===== src/rtl/bus_arbiter_4_pkg.sv =====
// Shared types and constants for the 4-way round-robin bus arbiter.
// Also holds the rotating-priority pick function used by the FSM.
package bus_arbiter_4_pkg;

  localparam int NUM_REQ          = 4;
  localparam int DEFAULT_MAX_HOLD = 8;

  typedef enum logic {
    IDLE  = 1'b0,
    GRANT = 1'b1
  } state_t;

  typedef struct packed {
    logic       found;
    logic [1:0] idx;
  } pick_t;

  // Scan from the highest offset down so the lowest offset from ptr wins.
  function automatic pick_t rr_pick(input logic [NUM_REQ-1:0] req,
                                    input logic [1:0]         ptr);
    pick_t      res;
    logic [1:0] cand;
    res = '0;
    for (int i = NUM_REQ - 1; i >= 0; i--) begin
      cand = ptr + 2'(i);
      if (req[cand]) begin
        res.found = 1'b1;
        res.idx   = cand;
      end
    end
    return res;
  endfunction

endpackage


===== src/rtl/bus_arbiter_4_mux.sv =====
// NAND-built 4:1 bus multiplexer; s1 picks within a pair, s0 picks the pair.
// Wider or narrower buses replicate the same per-bit NAND cell.
module mux_4_16 #(
  parameter int WIDTH = 16
) (
  input  logic [WIDTH-1:0] d0,
  input  logic [WIDTH-1:0] d1,
  input  logic [WIDTH-1:0] d2,
  input  logic [WIDTH-1:0] d3,
  input  logic             s0,
  input  logic             s1,
  output logic [WIDTH-1:0] y
);

  logic s0_n;
  logic s1_n;

  assign s0_n = ~(s0 & s0);
  assign s1_n = ~(s1 & s1);

  genvar gi;
  generate
    for (gi = 0; gi < WIDTH; gi++) begin : g_bit
      logic lo_a, lo_b, lo;
      logic hi_a, hi_b, hi;
      logic y_a, y_b;

      assign lo_a = ~(d0[gi] & s1_n);
      assign lo_b = ~(d1[gi] & s1);
      assign lo   = ~(lo_a & lo_b);

      assign hi_a = ~(d2[gi] & s1_n);
      assign hi_b = ~(d3[gi] & s1);
      assign hi   = ~(hi_a & hi_b);

      assign y_a   = ~(lo & s0_n);
      assign y_b   = ~(hi & s0);
      assign y[gi] = ~(y_a & y_b);
    end
  endgenerate

endmodule


===== src/rtl/bus_arbiter_4.sv =====
// Round-robin arbiter with a hold limit, driving the select lines of a shared
// 4:1 bus mux from its registered grant index.
module bus_arbiter_4
  import bus_arbiter_4_pkg::*;
#(
  parameter int WIDTH    = 16,
  parameter int MAX_HOLD = DEFAULT_MAX_HOLD,
  parameter int HOLD_W   = 4
) (
  input  logic                 clk,
  input  logic                 rst_n,
  input  logic [NUM_REQ-1:0]   req,
  input  logic [WIDTH-1:0]     d0,
  input  logic [WIDTH-1:0]     d1,
  input  logic [WIDTH-1:0]     d2,
  input  logic [WIDTH-1:0]     d3,
  output logic [NUM_REQ-1:0]   gnt,
  output logic [1:0]           grant_id,
  output logic                 bus_valid,
  output logic [WIDTH-1:0]     y
);

  localparam logic [HOLD_W-1:0] HOLD_LAST = HOLD_W'(MAX_HOLD - 1);

  state_t              state_reg,    state_next;
  logic [NUM_REQ-1:0]  gnt_reg,      gnt_next;
  logic [1:0]          grant_id_reg, grant_id_next;
  logic [1:0]          ptr_reg,      ptr_next;
  logic [HOLD_W-1:0]   hold_cnt_reg, hold_cnt_next;

  logic [NUM_REQ-1:0]  others;
  pick_t               pick_all;
  pick_t               pick_others;
  logic                do_grant;
  logic [1:0]          new_id;

  always_ff @(posedge clk or negedge rst_n) begin
    if (!rst_n) begin
      state_reg    <= IDLE;
      gnt_reg      <= '0;
      grant_id_reg <= '0;
      ptr_reg      <= '0;
      hold_cnt_reg <= '0;
    end else begin
      state_reg    <= state_next;
      gnt_reg      <= gnt_next;
      grant_id_reg <= grant_id_next;
      ptr_reg      <= ptr_next;
      hold_cnt_reg <= hold_cnt_next;
    end
  end

  // In GRANT, gnt_reg is one-hot on the owner, so others excludes only it.
  assign others      = req & ~gnt_reg;
  assign pick_all    = rr_pick(req, ptr_reg);
  assign pick_others = rr_pick(others, ptr_reg);

  always_comb begin
    state_next    = state_reg;
    gnt_next      = gnt_reg;
    grant_id_next = grant_id_reg;
    ptr_next      = ptr_reg;
    hold_cnt_next = hold_cnt_reg;
    do_grant      = 1'b0;
    new_id        = '0;

    case (state_reg)
      IDLE: begin
        if (pick_all.found) begin
          do_grant = 1'b1;
          new_id   = pick_all.idx;
        end
      end
      GRANT: begin
        if (!req[grant_id_reg]) begin
          if (pick_others.found) begin
            do_grant = 1'b1;
            new_id   = pick_others.idx;
          end else begin
            state_next = IDLE;
            gnt_next   = '0;
          end
        end else if (pick_others.found && (hold_cnt_reg == HOLD_LAST)) begin
          do_grant = 1'b1;
          new_id   = pick_others.idx;
        end else if (hold_cnt_reg != HOLD_LAST) begin
          hold_cnt_next = hold_cnt_reg + 1'b1;
        end
      end
      default: begin
        state_next = IDLE;
        gnt_next   = '0;
      end
    endcase

    if (do_grant) begin
      state_next    = GRANT;
      gnt_next      = NUM_REQ'(1) << new_id;
      grant_id_next = new_id;
      ptr_next      = new_id + 2'd1;
      hold_cnt_next = '0;
    end
  end

  assign gnt       = gnt_reg;
  assign grant_id  = grant_id_reg;
  assign bus_valid = (state_reg == GRANT);

  mux_4_16 #(
    .WIDTH (WIDTH)
  ) u_mux (
    .d0 (d0),
    .d1 (d1),
    .d2 (d2),
    .d3 (d3),
    .s0 (grant_id_reg[1]),
    .s1 (grant_id_reg[0]),
    .y  (y)
  );

endmodule


===== config.mk =====
export PLATFORM = sky130hd
export DESIGN_NAME = bus_arbiter_4
export DESIGN_NICKNAME = d
export VERILOG_FILES = /design/src/rtl/bus_arbiter_4_pkg.sv /design/src/rtl/bus_arbiter_4_mux.sv /design/src/rtl/bus_arbiter_4.sv
export SDC_FILE = /design/constraint.sdc
export NUM_CORES = 1
export LEC_CHECK = 0
export ABC_AREA = 1
export BUFFER_PORTS_ARGS = -buffer_cell sky130_fd_sc_hd__buf_4
export CORE_ASPECT_RATIO = 0.7
export CORE_MARGIN = 4
export CORE_UTILIZATION = 38
export DETAILED_ROUTE_END_ITERATION = 10
export PLACE_DENSITY_LB_ADDON = 0.15
export RECOVER_POWER = 100
export REMOVE_ABC_BUFFERS = 1
export SLEW_MARGIN = 0
export SYNTH_ARGS = -nofsm -noshare
export SYNTH_HDL_FRONTEND = slang
export SYNTH_HIERARCHICAL = 1
export SYNTH_SLANG_ARGS = --single-unit

===== constraint.sdc =====
create_clock -name clk -period 3 [get_ports clk]
set_input_delay 0.6 -clock clk [delete_from_list [all_inputs] [get_ports clk]]
set_output_delay 0.6 -clock clk [all_outputs]
set_load 0.005 [all_outputs]

==> results of run 1 <==
==> cells by family after synthesis <==
family / Yosys count / synth area share, %
AOI/OAI and AO/OA: 19 / 6.11
and+or+nand+nor: 223 / 51.0
xor gates and xnor gates: 1 / 0.445
adders and majority gates: 3 / 1.91
DFF: 13 / 16.5
buffers and inverters: 104 / 24.0
==> per-layer routing <==
| layer | wire (um) | vias to the layer above | global-route usage (%) |
|---|---|---|---|
| met4 | 12 | 0 | 2.16 |
| met2 | 2510 | 61 | 29.8 |
| met1 | 2900 | 986 | 27.0 |
| met5 | 0 | - | 0 |
| met3 | 398 | 2 | 2.31 |
| li1 | - | 1239 | - |
==> critical path, delay by kind of cell, from the launching register on <==
kind / cells / cell delay (ns)
buffers and inverters: 3 / 0.98
flip-flops: 1 / 0.38
AND/OR/NAND/NOR: 3 / 0.30
==> per-stage QoR <==
step,hold slack [ns],instance area (um2),util (%)
3_5_place_dp,0.458,2630,53.9
4_1_cts,0.194,2680,54.8
2_1_floorplan,0.304,1840,-
5_1_grt,0.453,2630,53.8
6_report,0.393,2630,53.8
3_3_place_gp,0.455,2630,53.9
==> final cells by class <==
type	instances	area (um2)	share of cell area, %
clock buffers	4	45.0	1.71
inverters	91	347	13.2
multi-input cells	246	1160	44.0
flip-flops and latches	13	325	12.4
well taps	69	86.3	3.28
repair buffers	94	669	25.5
==> power breakdown <==
group          switching [mW]  internal, mW
Sequential              0.107         0.253
Clock                  0.0667        0.0940
Combinational            1.16         0.729
==> worst max-delay path by stage <==
| stage | from | end | slack, ns | depth (start not counted) |
|---|---|---|---|---|
| after global routing | ptr_reg[0] | ptr_reg[1] | 0.28 | 12 |
| final | grant_id[0] | y[3] | 0.47 | 6 |
| after global placement | ptr_reg[0] | ptr_reg[1] | 0.83 | 12 |
| after detailed placement | ptr_reg[0] | ptr_reg[1] | 0.77 | 12 |
| after CTS | grant_id[1] | y[2] | 0.75 | 5 |
| after floorplan | grant_id[0] | ptr_reg[1] | 0.77 | 13 |
==> Yosys cell counts <==
cell	n	area share (%)
nand2_1	139	27
nand3_2	6	3.1
nand3b_1	1	0.38
a21oi_1	2	0.51
buf_6	8	4.6
xor2_1	1	0.45
nand2_4	2	1.1
or2_2	2	0.64
inv_1	82	16
nand3_1	48	12
nand4_1	1	0.32
inv_2	7	1.3
o21ai_2	6	2.7
buf_2	1	0.25
ha_1	3	1.9
or2_1	1	0.32
o21ai_1	7	1.8
nor2b_1	1	0.32
o21ai_0	3	0.76
inv_4	2	0.64
o31ai_1	1	0.38
nor2_1	9	1.7
nor2_4	1	0.57
nor2_2	2	0.64
nand2_2	10	3.2
dfrtp_1	13	17
buf_4	4	1.5
==> metrics.yaml, run 1 <==
worst_setup_path:
  r2r_cells: 12
  crit_path_cell_trace: "clkbuf_2 -> inv_4 -> nand2_1 -> nand3_1 -> nand2_1 -> clkbuf_1"
  cp_slowest_cell: "clkbuf_2"
  cpMostUsedCell: "nand2_1"
  rr_endpoint: "ptr_reg[1]"
  critPathLaunchType: "flip-flop"
  rrSetupSlack_ns: 0.51
  r2r-start: "ptr_reg[0]"
  critPathMaxStageDelay_ns: 0.58
  critical_path.max_fanout: 34
  critPathCaptureType: "output pin"
  cp_data_required_time_ns: 2.40
  arrival_ns: 1.93
  worst-setup-path-type: "reg2out"
clock_network:
  cts_made_buffers: 3
  clockBufferDepth: 2
  post_cts_buffers: 0
  hold_buffers: 0
  clock_latency_ns: 0.24
  cts_tree: "done"
  clock-sinks: 13
  htree_levels: 1
  path_clk_slew_ns: 0.06
  clock-root-buffer: "clkbuf_8"
  cts-resized-gates: 0
yosys:
  yosysUniqueCellTypes: 27
  netlist_area_um2: 1970
  yosysWarnings: 6
  yosysSeqAreaShare_pct: 16.5
  syn_avg_cell_area_um2: 5.42
  ys_ff_latch: 13
  syn_inst: 363
timing:
  setup_violations: 0
  rsz0062_at_grt: "false"
  min_period_over_period_pct: 84.4
  worst_pin_slew_ns: 0.744
  relSlewSlack_pct: 50.4
  skew_ns: 0.00237
  fin_ws_ns: 0.468
  clock.fmax_mhz: 395
  hold_viol: 0
  slew_violations: 0
  fin_tns_setup_ns: 0
  min_period_ns: 2.53
finish:
  diodes: 0
  drive_gt1_share_pct: 27.0
  mostFrequentLayoutCells: "139 x nand2_1, 84 x inv_1, 71 x buf_4"
  mostFrequentLayoutCell: "nand2_1"
  area_growth_pct: 33.7
  fin_cells: 517
  fill_cells: 554
  nets: 522
grt:
  grt_pass1_vias: 1993
  grt_max_degree: 35
  track_usage_pct: 18.4
  antenna_found_initial: 0
  grt_overflow_total: 0
  grt_pass1_wl_mm: 9.54
floorplan:
  initial_core_util_pct: 40.2
  die_h_um: 68.2
  die_w_um: 94.0
  pin_count: 93
  core_um2: 4890
  die-area_um2: 6410
  rows: 21
pwr:
  ir_drop_uv: 589
  p_leak_nw: 1.70
  powerDensity_nw_per_um2: 915
  finalPower_mw: 2.41
route:
  wl_per_cell_um: 11.3
  wirelength_mm: 5.82
  drt-initial-drc-count: 90
  viasPerCell: 4.43
  drcViolationCount: 0
  dr_total_vias: 2288
  ant_nets: 0
  dr.pass1.iters: 4
place:
  hpwl_mm: 4.65
  port_buffers: 92
  pre_cts_slack_ns: 0.773
  placed_cells: 513
  gp_congestion: 0.893
outcome:
  status: "completed"
min_path:
  hold_class: "in2async"
job:
  cap_violations: 0
(Power assumes the default switching activity.)
==> run 2, diff against run 1 <==
==> constraint.sdc (replaced) <==
create_clock -name clk -period 2.1 [get_ports clk]
set_input_delay 0.42 -clock clk [delete_from_list [all_inputs] [get_ports clk]]
set_output_delay 0.42 -clock clk [all_outputs]
set_load 0.005 [all_outputs]
==> metrics.yaml, run 2 (synthesized netlist as in run 1, its figures left out) <==
worst_setup_path:
  critical_path.max_fanout: 6  # -82%
  cpMostUsedCell: "nand2_1"
  arrival_ns: 2.22  # +0.29 ns
  cp_slowest_cell: "dfrtp_2"
  crit_path_cell_trace: "clkinv_4 -> buf_4 -> nand2_1 -> nand2_1 -> nand2_2 -> nand2_1 -> o21ai_2 -> nand2_1 -> o21ai_0 -> nand2_1 -> nand2_2 -> ha_1 -> o21ai_1"
  critPathCaptureType: "flip-flop"
  cp_data_required_time_ns: 2.26  # -0.14 ns
  critPathLaunchType: "flip-flop"
  critPathMaxStageDelay_ns: 0.44  # -0.14 ns
  crit_cells: 13  # +7
  crit_buf_inv: 2  # -1
  r2r_cells: 13  # +1
  worst-setup-path-type: "reg2reg"
  cp_top_family: "simple AND/OR/NAND/NOR gates"
grt:
  grt_overflow_total: 0  # unchanged
  antenna_found_initial: 0  # unchanged
  grt_max_degree: 35  # unchanged
  grt_pass1_wl_mm: 9.50  # -0.43%
  track_usage_pct: 18.5  # +0.097 points
  grt_pass1_vias: 1999  # +0.30%
clock_network:
  htree_levels: 1  # unchanged
  path_clk_slew_ns: 0.06  # about the same
  clock_latency_ns: 0.24  # about the same
  hold_buffers: 0  # unchanged
  clock-root-buffer: "clkbuf_8"
  cts_tree: "done"
  clock-sinks: 13  # unchanged
  cts_made_buffers: 3  # unchanged
  clockBufferDepth: 2  # unchanged
finish:
  mostFrequentLayoutCells: "135 x nand2_1, 95 x buf_4, 82 x inv_1"
  diodes: 0  # unchanged
  mostFrequentLayoutCell: "nand2_1"
  fin_cells: 527  # +1.9%
  area_growth_pct: 40.8
  nets: 532  # +1.9%
  drive_gt1_share_pct: 32.8  # +5.7 points
  post-route-util_pct: 56.7  # +2.8 points
pwr:
  ir_drop_uv: 777  # +32%
  finalPower_mw: 3.79  # +58%
  p_leak_nw: 1.77  # +4.5%
  powerDensity_nw_per_um2: 1370  # +50%
timing:
  hold_viol: 0  # unchanged
  relSlewSlack_pct: 53.5  # +3.1 points
  slew_violations: 0  # unchanged
  min_period_over_period_pct: 98.1
  min_period_ns: 2.06
  skew_ns: 0.00392  # +0.00154 ns
  worst_pin_slew_ns: 0.698  # -0.0462 ns
  rsz0062_at_grt: "true"
  setup_violations: 0  # unchanged
  clock.fmax_mhz: 486
place:
  port_buffers: 92  # unchanged
  gp_congestion: 0.910  # +1.9%
  hpwl_mm: 4.83  # +3.8%
  placed_cells: 518  # +0.97%
floorplan:
  rows: 21  # unchanged
  die-area_um2: 6410  # unchanged
  die_h_um: 68.2  # unchanged
  core_um2: 4890  # unchanged
  pin_count: 93  # unchanged
  initial_core_util_pct: 40.2  # unchanged
  die_w_um: 94.0  # unchanged
route:
  ant_nets: 0  # unchanged
  wirelength_mm: 6.09  # +4.6%
  dr_total_vias: 2293  # +0.22%
  drt-initial-drc-count: 143  # +59%
  wl_per_cell_um: 11.5  # +2.6%
  dr.pass1.iters: 4  # unchanged
  viasPerCell: 4.35  # -1.7%
  drcViolationCount: 0  # unchanged
job:
  cap_violations: 0  # unchanged
min_path:
  hold_class: "in2async"
outcome:
  status: "completed"
## run 2: cell count changes in the layout (fill, tap and decap cells not counted), moves of 2 or more
cell	previous run	this run
buf_4	71	95
buf_6	0	2
clkbuf_1	10	4
clkbuf_4	13	2
clkinv_2	0	2
dfrtp_1	13	11
dfrtp_2	0	2
inv_1	84	82
nand2_1	139	135
nand2_2	10	14
o21ai_0	6	2
o21ai_2	4	7
## run 2: layout make-up
cell class                 instances  area (um2)
fill                             534        2120
multi-input combinational        246        1190
timing repair buffer             103         766
inverter                          91         352
sequential                        13         328
tap                               69        86.3
clock buffer                       3        41.3
clock inverter                     1        5.00
timing repair inverter             1        5.00
## run 2: stage by stage
| step | worst slack [ns] | instance area (um2) | TNS, ns | hold WS [ns] |
|---|---|---|---|---|
| final | 0.0408 | 2770 | 0 | 0.198 |
| after global routing | -0.0417 | 2770 | -0.0718 | 0.271 |
| after CTS | 0.0159 | 2720 | 0 | 0.0130 |
| after detailed placement | 0.00178 | 2670 | 0 | 0.275 |
| after global placement | 0.0799 | 2670 | 0 | 0.271 |
| after floorplan | -0.129 | 1840 | -0.249 | 0.124 |
## run 2: worst paths after layout
path	start	to	slack, ns
max in group asynchronous	rst_n	ptr_reg[1]	1.41
max reg2reg	ptr_reg[0]	ptr_reg[1]	0.04
min	rst_n	hold_cnt_reg[0]	0.20
min in group clk	gnt[0]	gnt[0]	0.52
min reg2reg	gnt[0]	gnt[0]	0.52
max	ptr_reg[0]	ptr_reg[1]	0.04
## run 2: routing by layer
layer  wire length, um  up-vias  share of wire, %  track usage, %
li1                  -     1265                 -               -
met4                14        0              0.23            2.70
met2              2670       57                44            29.2
met1              3040      969                50            27.9
met5                 0        -                 0               0
met3               360        2               5.9            1.87
## run 2: report_power, final
| group | switching (mW) | leakage [nW] | internal, mW |
|---|---|---|---|
| Clock | 0.0871 | 0.0255 | 0.131 |
| Sequential | 0.106 | 0.162 | 0.366 |
| Combinational | 1.83 | 1.59 | 1.27 |
| Total | 2.02 | 1.77 | 1.77 |
## run 2: what timing repair did
item | CTS | global route
gates cloned | 0 | 1
resized for setup | 1 | 12
pin swaps | 0 | 1
setup buffers | 0 | 4
setup endpoints to repair | 1 | 16
## run 2: worst register-to-register path: cells and delay by family, from the launching register on
family,cells,cell delay [ns]
AND/OR/NAND/NOR,7,0.64
adder cells (fa/ha/maj),1,0.24
buffers and inverters,2,0.23
AO/OA/AOI/OAI,3,0.44
flip-flops,1,0.44
==> run 3, diff against run 2 <==
--- a/config.mk
+++ b/config.mk
@@ -17,5 +17,4 @@
 export SLEW_MARGIN = 0
 export SYNTH_ARGS = -nofsm -noshare
 export SYNTH_HDL_FRONTEND = slang
-export SYNTH_HIERARCHICAL = 1
 export SYNTH_SLANG_ARGS = --single-unit
==> constraint.sdc (replaced) <==
create_clock -name clk -period 2.3 [get_ports clk]
set_input_delay 0.46 -clock clk [delete_from_list [all_inputs] [get_ports clk]]
set_output_delay 0.46 -clock clk [all_outputs]
set_load 0.005 [all_outputs]
==> metrics.yaml, run 3 <==
yosys:
  synth-simple-area-share_pct: 38.9  # -12 points
  synth_mux_area_share_pct: 0  # unchanged
  synth_adder_area_share_pct: 2.36  # +0.45 points
  yosysUniqueCellTypes: 32  # +19%
  yosysWarnings: 0  # -6
  synth_most_common_cell: "nand2_1"
  synthXorXnorAreaFrac_pct: 2.67  # +2.2 points
  synthFlopType: "dfrtp_1"
  yosysSeqAreaShare_pct: 20.4  # +3.9 points
  syn_avg_cell_area_um2: 6.22  # +15%
  ys_ff_latch: 13  # unchanged
  synth_top_family_by_area: "simple AND/OR/NAND/NOR gates"
  async_flop_share_pct: 100  # unchanged
  synth_compound_area_share_pct: 24.7  # +19 points
  netlist_area_um2: 1590  # -19%
  synth_top_area_share_pct: 20.4  # -6.1 points
  synth_edf_count: 0  # unchanged
  yosysTopAreaCell: "dfrtp_1"
  synth.cells.most_frequent: "51 x nand2_1, 38 x o21ai_0, 35 x nor2_1"
  synth.area.top_cells: "dfrtp_1 20%, nand2_1 12%, o21ai_0 12%"
  syn_inst: 256  # -29%
worst_setup_path:
  critPathLaunch: "ptr_reg[1]"
  critical_path.max_fanout: 6  # unchanged
  critPathMaxStageDelay_ns: 0.56  # +0.12 ns
  arrival_ns: 2.26  # +0.04 ns
  r2r-start: "ptr_reg[1]"
  critPathLaunchType: "flip-flop"
  cp_data_required_time_ns: 2.46  # +0.20 ns
  critPathCaptureType: "flip-flop"
  crit_buf_inv: 0  # -2
  cp_top_family: "simple AND/OR/NAND/NOR gates"
  crit_path_cell_trace: "xor2_1 -> nand2_1 -> nand2_2 -> nor2_1 -> nand2_1 -> nand3_1 -> nor2_1 -> nor2_4 -> ha_1 -> o21ai_0"
  worst-setup-path-type: "reg2reg"
  cp_slowest_cell: "dfrtp_1"
finish:
  fin_cells: 400  # -24%
  drive_gt1_share_pct: 38.8  # +6.0 points
  mostFrequentLayoutCells: "81 x buf_4, 52 x nand2_1, 39 x o21ai_0"
  diodes: 0  # unchanged
  area_growth_pct: 48.8
  fill_cells: 382  # -28%
  nets: 422  # -21%
  mostFrequentLayoutCell: "buf_4"
grt:
  grt_max_degree: 20  # -43%
  grt_pass1_vias: 1897  # -5.1%
  track_usage_pct: 20.0  # +1.5 points
  grt_overflow_total: 0  # unchanged
  grt_pass1_wl_mm: 8.75  # -7.9%
  antenna_found_initial: 0  # unchanged
floorplan:
  die-area_um2: 5300  # -17%
  rows: 19  # -9.5%
  core_um2: 3970  # -19%
  pin_count: 93  # unchanged
  die_h_um: 62.1  # -8.9%
  die_w_um: 85.4  # -9.2%
  initial_core_util_pct: 40.1  # -0.16 points
clock_network:
  cts_tree: "done"
  cts_made_buffers: 3  # unchanged
  htree_levels: 1  # unchanged
  clock_latency_ns: 0.25  # about the same
  clock-root-buffer: "clkbuf_8"
  clockBufferDepth: 2  # unchanged
  post_cts_buffers: 0  # unchanged
  cts-resized-gates: 0  # -1
  hold_buffers: 0  # unchanged
  path_clk_slew_ns: 0.06  # about the same
  clock-sinks: 13  # unchanged
route:
  dr.max_layer_used: "met4"
  wirelength_mm: 5.31  # -13%
  ant_nets: 0  # unchanged
  dr_wl_met2_mm: 2.34  # -12%
  wl_per_cell_um: 13.3  # +15%
  drt-initial-drc-count: 173  # +21%
  dr_wl_met3_um: 507  # +41%
  dr_total_vias: 1988  # -13%
  drcViolationCount: 0  # unchanged
  m1WireLength_mm: 2.45  # -20%
  dr.pass1.iters: 4  # unchanged
  viasPerCell: 4.97  # +14%
timing:
  clock.fmax_mhz: 477  # -1.8%
  setup_violations: 0  # unchanged
  relSlewSlack_pct: 51.2  # -2.3 points
  rsz0062_at_grt: "false"
  worst_pin_slew_ns: 0.732  # +0.0340 ns
  min_period_ns: 2.10  # +0.0385 ns
  slew_violations: 0  # unchanged
  min_period_over_period_pct: 91.2  # -6.9 points
  skew_ns: 0.00122  # -0.00269 ns
  hold_viol: 0  # unchanged
  hold_slack_ns: 0.244  # +0.0454 ns
  fin_tns_setup_ns: 0  # unchanged
outcome:
  status: "completed"
place:
  placed_cells: 396  # -24%
  gp_congestion: 0.880  # -3.2%
  hpwl_mm: 4.38  # -9.2%
  port_buffers: 92  # unchanged
pwr:
  p_leak_nw: 1.23  # -30%
  finalPower_mw: 3.28  # -14%
  ir_drop_uv: 874  # +13%
  powerDensity_nw_per_um2: 1380  # +0.97%
min_path:
  hold_class: "in2async"
job:
  cap_violations: 0  # unchanged
[run 3: cell count changes after synthesis, moves of 4 or more]
cell,delta
nand2_1,-88
inv_1,-63
o21ai_0,+35
nand3_1,-33
nor2_1,+26
o22ai_1,+16
buf_6,-7
clkbuf_1,+6
nand2_2,+4
[run 3: cell families (layout without fill, tap and decap cells)]
group                    count (synthesis)  count (layout)
buffers and inverters                   38             130
XOR/XNOR                                 4               4
AO/OA/AOI/OAI                           68              68
adder cells (fa/ha/maj)                  3               3
flip-flops                              13              13
AND/OR/NAND/NOR                        130             130
[run 3: worst register-to-register path: stages, from the launching register on]
cell and delay [ns]:
dfrtp_1 0.56, xor2_1 0.31, nand2_1 0.13, nand2_2 0.10, nor2_1 0.05, nand2_1 0.05, nand3_1 0.10, nor2_1 0.19
nor2_4 0.07, ha_1 0.29, o21ai_0 0.17
[run 3: worst paths after layout]
check                             endpoint  slack [ns]  cells after the start
setup / recovery                ptr_reg[1]        0.20                     10
hold / removal             hold_cnt_reg[2]        0.24                      1
setup reg to reg                ptr_reg[1]        0.20                     10
hold reg to reg                     gnt[0]        0.52                      2
max in group asynchronous       ptr_reg[0]        1.55                      1
min in group clk                    gnt[0]        0.52                      2
[run 3: cell type report]
cell class | instances | area [um2] | share of cell area [%]
Clock buffer | 4 | 45.0 | 1.90
Multi-Input combinational cell | 205 | 1090 | 46.2
Tap cell | 52 | 65.1 | 2.75
Timing Repair Buffer | 102 | 748 | 31.6
Inverter | 24 | 90.1 | 3.80
Sequential cell | 13 | 327 | 13.8
[run 3: report_power, final]
group	leakage, nW	switching [mW]	internal, mW	total [mW]
registers	0.163	0.115	0.329	0.444
logic	1.05	1.53	1.09	2.62
clock network	0.0228	0.0890	0.123	0.212
[run 3: layer usage]
metal,track usage [%],vias up
li1,-,1030
met1,27.8,884
met2,30.0,70
met3,7.53,4
met4,2.96,0
met5,0,-
[run 3: through the flow]
step | worst slack (ns) | instance area [um2] | util [%]
after floorplan | 0.175 | 1510 | -
after global placement | 0.176 | 2340 | 58.9
after detailed placement | 0.156 | 2340 | 58.9
after CTS | 0.232 | 2380 | 60.0
after global routing | 0.00577 | 2370 | 59.7
final | 0.202 | 2370 | 59.7
